**src/rtl/multiplexer_n_to_1_reg.sv**
```systemverilog
`timescale 1ns/1ps
// multiplexer_n_to_1_reg
//   N-input, NBits-wide mux with a registered output stage and valid/ready
//   handshakes on every input channel and on the output. Mode 0 picks the
//   channel named by Selector; Mode 1 arbitrates round-robin among valid inputs.
//
// Ports
//   clk, reset     rising-edge clock, asynchronous active-high reset
//   Mode           0 = direct select, 1 = round-robin
//   Selector       channel index used in direct mode
//   Data           packed inputs, channel i = Data[i*NBits +: NBits]
//   InValid        per-channel valid
//   InReady        per-channel accept (combinational)
//   OUT, OutValid  registered output word and its valid
//   OutReady       consumer accepts OUT this cycle
//   Grant          registered index of the channel that produced OUT
//   RangeErr       one-cycle pulse: direct-mode Selector >= NInputs
//   XferCount      saturating count of input transfers (only with
//                  MUXN_XFER_COUNT_EN defined)

// Per-channel slice: accept strobe and masked data for the OR-reduce mux.
module mux_lane #(
  parameter int NBits = 32
) (
  input  logic             hit,
  input  logic             valid,
  input  logic             load,
  input  logic [NBits-1:0] din,
  output logic             rdy,
  output logic [NBits-1:0] dout
);
  assign rdy  = hit & valid & load;
  assign dout = hit ? din : '0;
endmodule

module multiplexer_n_to_1_reg #(
  parameter int NBits   = 32,
  parameter int NInputs = 4,
  parameter int SelBits = 2
) (
  input  logic                     clk,
  input  logic                     reset,
  input  logic                     Mode,
  input  logic [SelBits-1:0]       Selector,
  input  logic [NInputs*NBits-1:0] Data,
  input  logic [NInputs-1:0]       InValid,
  output logic [NInputs-1:0]       InReady,
  output logic [NBits-1:0]         OUT,
  output logic                     OutValid,
  input  logic                     OutReady,
  output logic [SelBits-1:0]       Grant,
  output logic                     RangeErr
`ifdef MUXN_XFER_COUNT_EN
  ,
  output logic [15:0]              XferCount
`endif
);

  logic                           load, in_range, has_cand, xfer, rng_err;
  logic                           rr_hit;
  logic [SelBits-1:0]             last, rr_cand, cand;
  logic [NInputs-1:0][NBits-1:0]  lane_din, lane_dout;
  logic [NBits-1:0]               nxt_data;

  // Holding reset in the load term keeps InReady low while reset is high,
  // so a producer never believes a word was taken during reset.
  assign load     = !reset && (!OutValid || OutReady);
  assign in_range = int'(Selector) < NInputs;

  // Round-robin search starting one past the last granted channel.
  always_comb begin
    rr_hit  = 1'b0;
    rr_cand = '0;
    for (int k = 1; k <= NInputs; k++) begin
      int idx;
      idx = int'(last) + k;
      if (idx >= NInputs) idx = idx - NInputs;
      if (!rr_hit && InValid[SelBits'(idx)]) begin
        rr_hit  = 1'b1;
        rr_cand = SelBits'(idx);
      end
    end
  end

  assign cand     = Mode ? rr_cand : Selector;
  assign has_cand = Mode ? rr_hit  : in_range;
  assign rng_err  = !Mode && !in_range && load;

  for (genvar i = 0; i < NInputs; i++) begin : g_lane
    assign lane_din[i] = Data[i*NBits +: NBits];
    mux_lane #(.NBits(NBits)) u_lane (
      .hit   (has_cand && (cand == SelBits'(i))),
      .valid (InValid[i]),
      .load  (load),
      .din   (lane_din[i]),
      .rdy   (InReady[i]),
      .dout  (lane_dout[i])
    );
  end

  // At most one lane is hit, so OR-reducing the masked lanes is the mux.
  always_comb begin
    nxt_data = '0;
    for (int i = 0; i < NInputs; i++) nxt_data = nxt_data | lane_dout[i];
  end

  assign xfer = |InReady;

  always_ff @(posedge clk or posedge reset) begin
    if (reset) begin
      OUT      <= '0;
      OutValid <= 1'b0;
      Grant    <= '0;
      RangeErr <= 1'b0;
      last     <= SelBits'(NInputs - 1);
    end else begin
      RangeErr <= rng_err;
      if (xfer) begin
        OUT      <= nxt_data;
        Grant    <= cand;
        OutValid <= 1'b1;
        if (Mode) last <= cand;
      end else if (rng_err) begin
        OUT      <= '0;
        OutValid <= 1'b0;
      end else if (OutReady) begin
        OutValid <= 1'b0;
      end
    end
  end

`ifdef MUXN_XFER_COUNT_EN
  always_ff @(posedge clk or posedge reset) begin
    if (reset)                         XferCount <= '0;
    else if (xfer && XferCount != '1)  XferCount <= XferCount + 16'd1;
  end
`endif

endmodule

```
**config.mk**
```make
export PLATFORM = sky130hd
export DESIGN_NAME = multiplexer_n_to_1_reg
export DESIGN_NICKNAME = d
export VERILOG_FILES = /design/src/rtl/multiplexer_n_to_1_reg.sv
export SDC_FILE = /design/constraint.sdc
export NUM_CORES = 1
export LEC_CHECK = 0
export BUFFER_PORTS_ARGS = -buffer_cell sky130_fd_sc_hd__buf_2
export CORE_UTILIZATION = 49
export DETAILED_ROUTE_END_ITERATION = 10
export GPL_TIMING_DRIVEN = 0
export HOLD_SLACK_MARGIN = 0.08
export PLACE_DENSITY = 0.81
export RECOVER_POWER = 25
export SKIP_LAST_GASP = 1
export SLEW_MARGIN = 20
export SYNTH_ARGS = -nofsm -noshare
export SYNTH_HDL_FRONTEND = slang
export SYNTH_SLANG_ARGS = --single-unit
```
**constraint.sdc**
```tcl
create_clock -name clk -period 3.28 [get_ports clk]
set_input_delay 0.656 -clock clk [delete_from_list [all_inputs] [get_ports clk]]
set_output_delay 0.656 -clock clk [all_outputs]
set_load 0.02 [all_outputs]
```
# Yosys cells after proc, flatten, opt, wreduce, memory -nomap -nowiden
# Cells that the tools add are included.
[classes]
n_eq_ne = 3
order_cmp = 8
n_addsub = 8
reduce_logical = 18
n_mux = 32
n_bitwise = 11
[op_table]
columns = ["cell", "count"]
rows = [
  ["$mux W32", 4],
  ["$or A32 B32 Y32", 3],
  ["$mux W2", 9],
  ["$lt A2 B4 Y1 const B", 4],
  ["$mux W1", 15],
  ["$ge A3 B3 Y1 const B", 3],
  ["$and A1 B1 Y1", 8],
  ["$bmux W1 S2", 4],
  ["$logic_and A1 B1 Y1", 8],
  ["$sub A2 B1 Y2 const B", 4],
  ["$add A2 B2 Y3 const B", 2],
  ["$logic_not A1 Y1", 5],
  ["$add A2 B3 Y4 const B", 1],
  ["$eq A2 B2 Y1 const B", 2],
  ["$ge A4 B3 Y1 const B", 1],
  ["$reduce_or A4 Y1", 1],
  ["$add A2 B1 Y3 const B", 1],
  ["$eq A2 B1 Y1 const B", 1],
  ["$logic_not A2 Y1", 1],
  ["$reduce_and A2 Y1", 1],
  ["$reduce_bool A2 Y1", 1],
  ["$logic_or A1 B1 Y1", 1],
]
[word_totals]
ff_bits = 37
output_inout_bits = 40
elab_cells = 84

# Longest topological paths before layout
[depth]
word_depth = 23
mapped_depth = 9

# Cells and area by module
# A second synthesis with hierarchy kept.
[unflattened]
hier_cells = 336
hier_area_um2 = 2864.0
[modules_own_cells]
columns = ["module", "seq_area_each_um2", "instances", "area_per_inst_um2", "cells_each"]
rows = [
  ["multiplexer_n_to_1_reg", 928.4, 1, 1813.0, 192],
  ["mux_lane", 0.0, 4, 262.8, 36],
]

# Worst setup path after synthesis
# Ideal clock, no wire load.
[synth_timing]
path_type = "input to output"
start = "in reset"
end = "out InReady[0]"
required_time_ns = 2.624
path_slack_ns = 0.266
path_stages = 5
t_arrival_ns = 2.358
n_path_buf = 1
path_cell_list = "inv_1 nand2_1 a21oi_1 nor3b_1 buf_4"
[synth_via]
elab_chain_len = 3
[synth_rtl]
columns = ["element", "line", "text"]
rows = [
  ["start, declared", "42", "input logic reset,"],
  ["$logic_not A1 Y1 (no line)", "--", ""],
  ["$logic_and A1 B1 Y1", "67", "assign load = !reset && (!OutValid || OutReady);"],
  ["$and A1 B1 Y1", "32", "assign rdy = hit & valid & load;"],
  ["end, declared", "47", "output logic [NInputs-1:0] InReady,"],
]
# No other way between the ends.

# Worst setup path after layout
[layout_timing]
start = "in InValid[3]"
end = "out InReady[1]"
[layout_via]
elab_chain_len = 18
elab_cells_between_ends = 32
[layout_rtl]
columns = ["element", "line", "text"]
rows = [
  ["start, declared", "46", "input logic [NInputs-1:0] InValid,"],
  ["$bmux W1 S2", "78", "if (!rr_hit && InValid[SelBits'(idx)]) begin"],
  ["$mux W1 (not written as such) (2 in series)", "78", ""],
  ["$mux W1", "78", ""],
  ["$logic_not A1 Y1", "78", ""],
  ["$logic_and A1 B1 Y1", "78", ""],
  ["$mux W1", "78", ""],
  ["$logic_not A1 Y1", "78", ""],
  ["$logic_and A1 B1 Y1", "78", ""],
  ["$mux W1", "78", ""],
  ["$logic_not A1 Y1", "78", ""],
  ["$logic_and A1 B1 Y1", "78", ""],
  ["$mux W2", "78", ""],
  ["$mux W2", "85", "assign cand = Mode ? rr_cand : Selector;"],
  ["$eq A2 B1 Y1", "92", ".hit (has_cand && (cand == SelBits'(i))),"],
  ["$logic_and A1 B1 Y1 *", "92", ""],
  ["$and A1 B1 Y1 * (2 in series)", "32", ""],
]
# Every way passes the cells marked *; elsewhere a longest branch is shown, timed or not. The select of a mux whose other input is x is not followed.

==> metrics.yaml <==
grtUsageMet2_pct: 58.1
synth.cell_area_um2: 4110
ys_seq_elements: 37
synth_nets: 775
max_slew.worst_pin.slew_ns: 0.893
detailed_place_hpwl_mm: 12.1
p_total_mw: 3.10
crit_start: "InValid[3]"
rsz0062_at_grt: "false"
synth_top_area_share_pct: 21.3
firstDrtPassIters: 5
start_util_pct: 50.3
grt_max_degree: 30
stdcell_count: 923
whs_ns: 0.365
synth-edff-count: 0
drive_gt1_share_pct: 26.3
syn_inst: 637
gp_congestion: 0.975
relSlewSlack_pct: 40.2
timing.fmax_ghz: 0.316
cts_tree: "done"
wl_per_cell_um: 17.3
synth_ff_type: "dfrtp_1"
h-tree-depth: 2
cts.sinks: 37
track_usage_pct: 34.7
criticalPathCategory: "primary input to primary output"
fin_area_um2: 5250
syn_avg_cell_area_um2: 6.46
overflow: 0
p_switching_mw: 1.59
setup_viol: 0
p_leak_nw: 2.26
grt.busiest_layer: "met2"
cp.arrival_ns: 2.51
reg2reg_from: "last[1]"
row_count: 33
run_status: "finished clean"
fin_tns_setup_ns: 0
hold_violations: 0
period_share_pct: 96.4
crit_path_cell_trace: "buf_2 -> nor2b_1 -> a211oi_2 -> o211ai_1 -> nand2_1 -> nor4_1 -> buf_4 -> buf_2"
critPathMostFrequentCell: "buf_2"
cp.required_ns: 2.62
syn2layout_area_growth_pct: 27.5
async_reset_ff_share_pct: 100
use_met3_pct: 5.37
wirelength_mm: 16.0
yosysUniqueCellTypes: 38
nNetsFinal: 955
insertion_delay_ns: 0.30
cts-root-buf: "clkbuf_8"
cp_max_fo: 8
ys_warn_count: 0
clk_pin_slew_ns: 0.08
grt_pass1_vias: 5160
antenna_found_initial: 0
ir_drop_mv: 0.254
route.detailed.drc: 0
yosysSeqAreaShare_pct: 22.6
cts_buffer_depth: 2
core_um2: 8180
fin_crit_ns: 3.16
dieArea_um2: 8770
cpMaxStageDelayCell: "o211ai_1"
first_iter_violations: 501
combPwrFrac_pct: 60.8
fin_worst_skew_ns: 0.00575
io_buffers: 175
fin_util_pct: 64.2
setup_ws_ns: 0.118
power.density_nw_per_um2: 591
dp_cells: 918
p_sw_share_pct: 51.5
drv_slew: 0
clockPowerShare_pct: 11.6
die_w_um: 93.6
antenna_left: 0
io_pins: 178
placed_cell_area_um2: 5140
pwr-share-seq_pct: 27.6
synth_area_leaders: "dfrtp_1 (21%), nand2_1 (12%), nand4_1 (9.7%)"
vias: 5864
critPathLaunchType: "primary input"
hp-class: "primary input to async pin"
dpl_worst_slack_ns: -0.417
yosys.area.top_type: "dfrtp_1"
endpoint_kind: "primary output"
numCtsBuffers: 5
n_antenna_cell: 0
drv_cap: 0
dieHeight_um: 93.6
p_int_mw: 1.50
max_stage_delay_ns: 0.48
grt_pass1_wl_mm: 24.0
routed_via_density: 6.35
grtUsageMet1_pct: 43.1
[final timing paths]
check / endpoint / slack, ns / cells after the start
max reg2reg: OUT[6] / 0.78 / 7
min: OUT[6] / 0.37 / 2
max: InReady[1] / 0.12 / 8
max in group asynchronous: last[1] / 2.31 / 3
min reg2reg: OutValid / 0.52 / 1
min in group clk: OutValid / 0.52 / 1
[routing by layer]
layer | vias to the layer above | share of wire [%] | wire length [um]
li1 | 2763 | - | -
met1 | 2720 | 39 | 6260
met2 | 323 | 48 | 7660
met3 | 58 | 8.9 | 1430
met4 | 0 | 4.1 | 660
met5 | - | 0 | 0
[final cells by class]
class                      instances  area [um2]
inverter                           9        33.8
fill                             832        2930
clock inverter                     2        13.8
multi-input combinational        502        2790
buffer                            86         375
timing repair buffer             176         896
tap                              105         131
sequential                        37         928
clock buffer                       6        82.6
[state kept, by name (all words and copies together), names as in the netlist]
signal / flops
Grant: 2
OUT: 32
OutValid: 1
last: 2
[power groups by stage]
stage / Clock [mW] / Combinational, mW / Sequential, mW
6_report: 0.358 / 1.88 / 0.856
5_1_grt: 0.371 / 2.04 / 0.875
4_1_cts: 0.353 / 1.84 / 0.846
3_5_place_dp: 0 / 1.84 / 0.853
3_3_place_gp: 0 / 1.79 / 0.848
2_1_floorplan: 0 / 0.966 / 1.08
[repair_timing]
| item | 4_1_cts | 5_1_grt |
|---|---|---|
| buffers inserted | 0 | 0 |
| hold buffers | 0 | 0 |
| resized for setup | 3 | 6 |
| endpoints found under the setup margin | 4 | 4 |
[synth_stat cells (all sizes together), types with 2 or more instances]
| library cell | count |
|---|---|
| nand2 | 132 |
| o21ai | 73 |
| a21oi | 65 |
| nand4 | 64 |
| clkbuf | 61 |
| dfrtp | 35 |
| o211ai | 35 |
| a211oi | 33 |
| a31oi | 33 |
| o22ai | 32 |
| buf | 28 |
| inv | 9 |
| nor2 | 5 |
| nand2b | 3 |
| a21o | 2 |
| dfstp | 2 |
| mux2 | 2 |
| nor2b | 2 |
| nor4 | 2 |
| o2bb2ai | 2 |
| or2 | 2 |
[layout by cell type, fill, tap and decap left out, drive strengths merged, types with 2 or more instances in the layout]
master / netlist / final
nand2: 132 / 132
nor2: 5 / 5
nor4: 2 / 2
dfstp: 2 / 2
o2bb2ai: 2 / 2
a21o: 2 / 2
o21ai: 73 / 73
or2: 2 / 2
nand4: 64 / 64
buf: 28 / 204
nor2b: 2 / 2
clkbuf: 61 / 64
o22ai: 32 / 32
a211oi: 33 / 33
a31oi: 33 / 33
clkinv: 0 / 2
nand2b: 3 / 3
inv: 9 / 9
dfrtp: 35 / 35
o211ai: 35 / 35
mux2: 2 / 2
a21oi: 65 / 65
[cells by family (layout without fill, tap and decap cells)]
family	Yosys count	count (layout)	share of synthesized area, %
AO/OA/AOI/OAI	282	282	42.0
buffers and inverters	98	279	10.0
flip-flops	37	37	22.6
multiplexers	3	3	0.791
other	1	1	0.0912
AND/OR/NAND/NOR	216	216	24.6
[critical path: cells and delay by family]
kind	cells	cell delay, ns
AND/OR/NAND/NOR	3	0.75
buffers and inverters	3	0.46
AO/OA/AOI/OAI	2	0.64
Note: power is estimated with default switching activity, not from simulation.
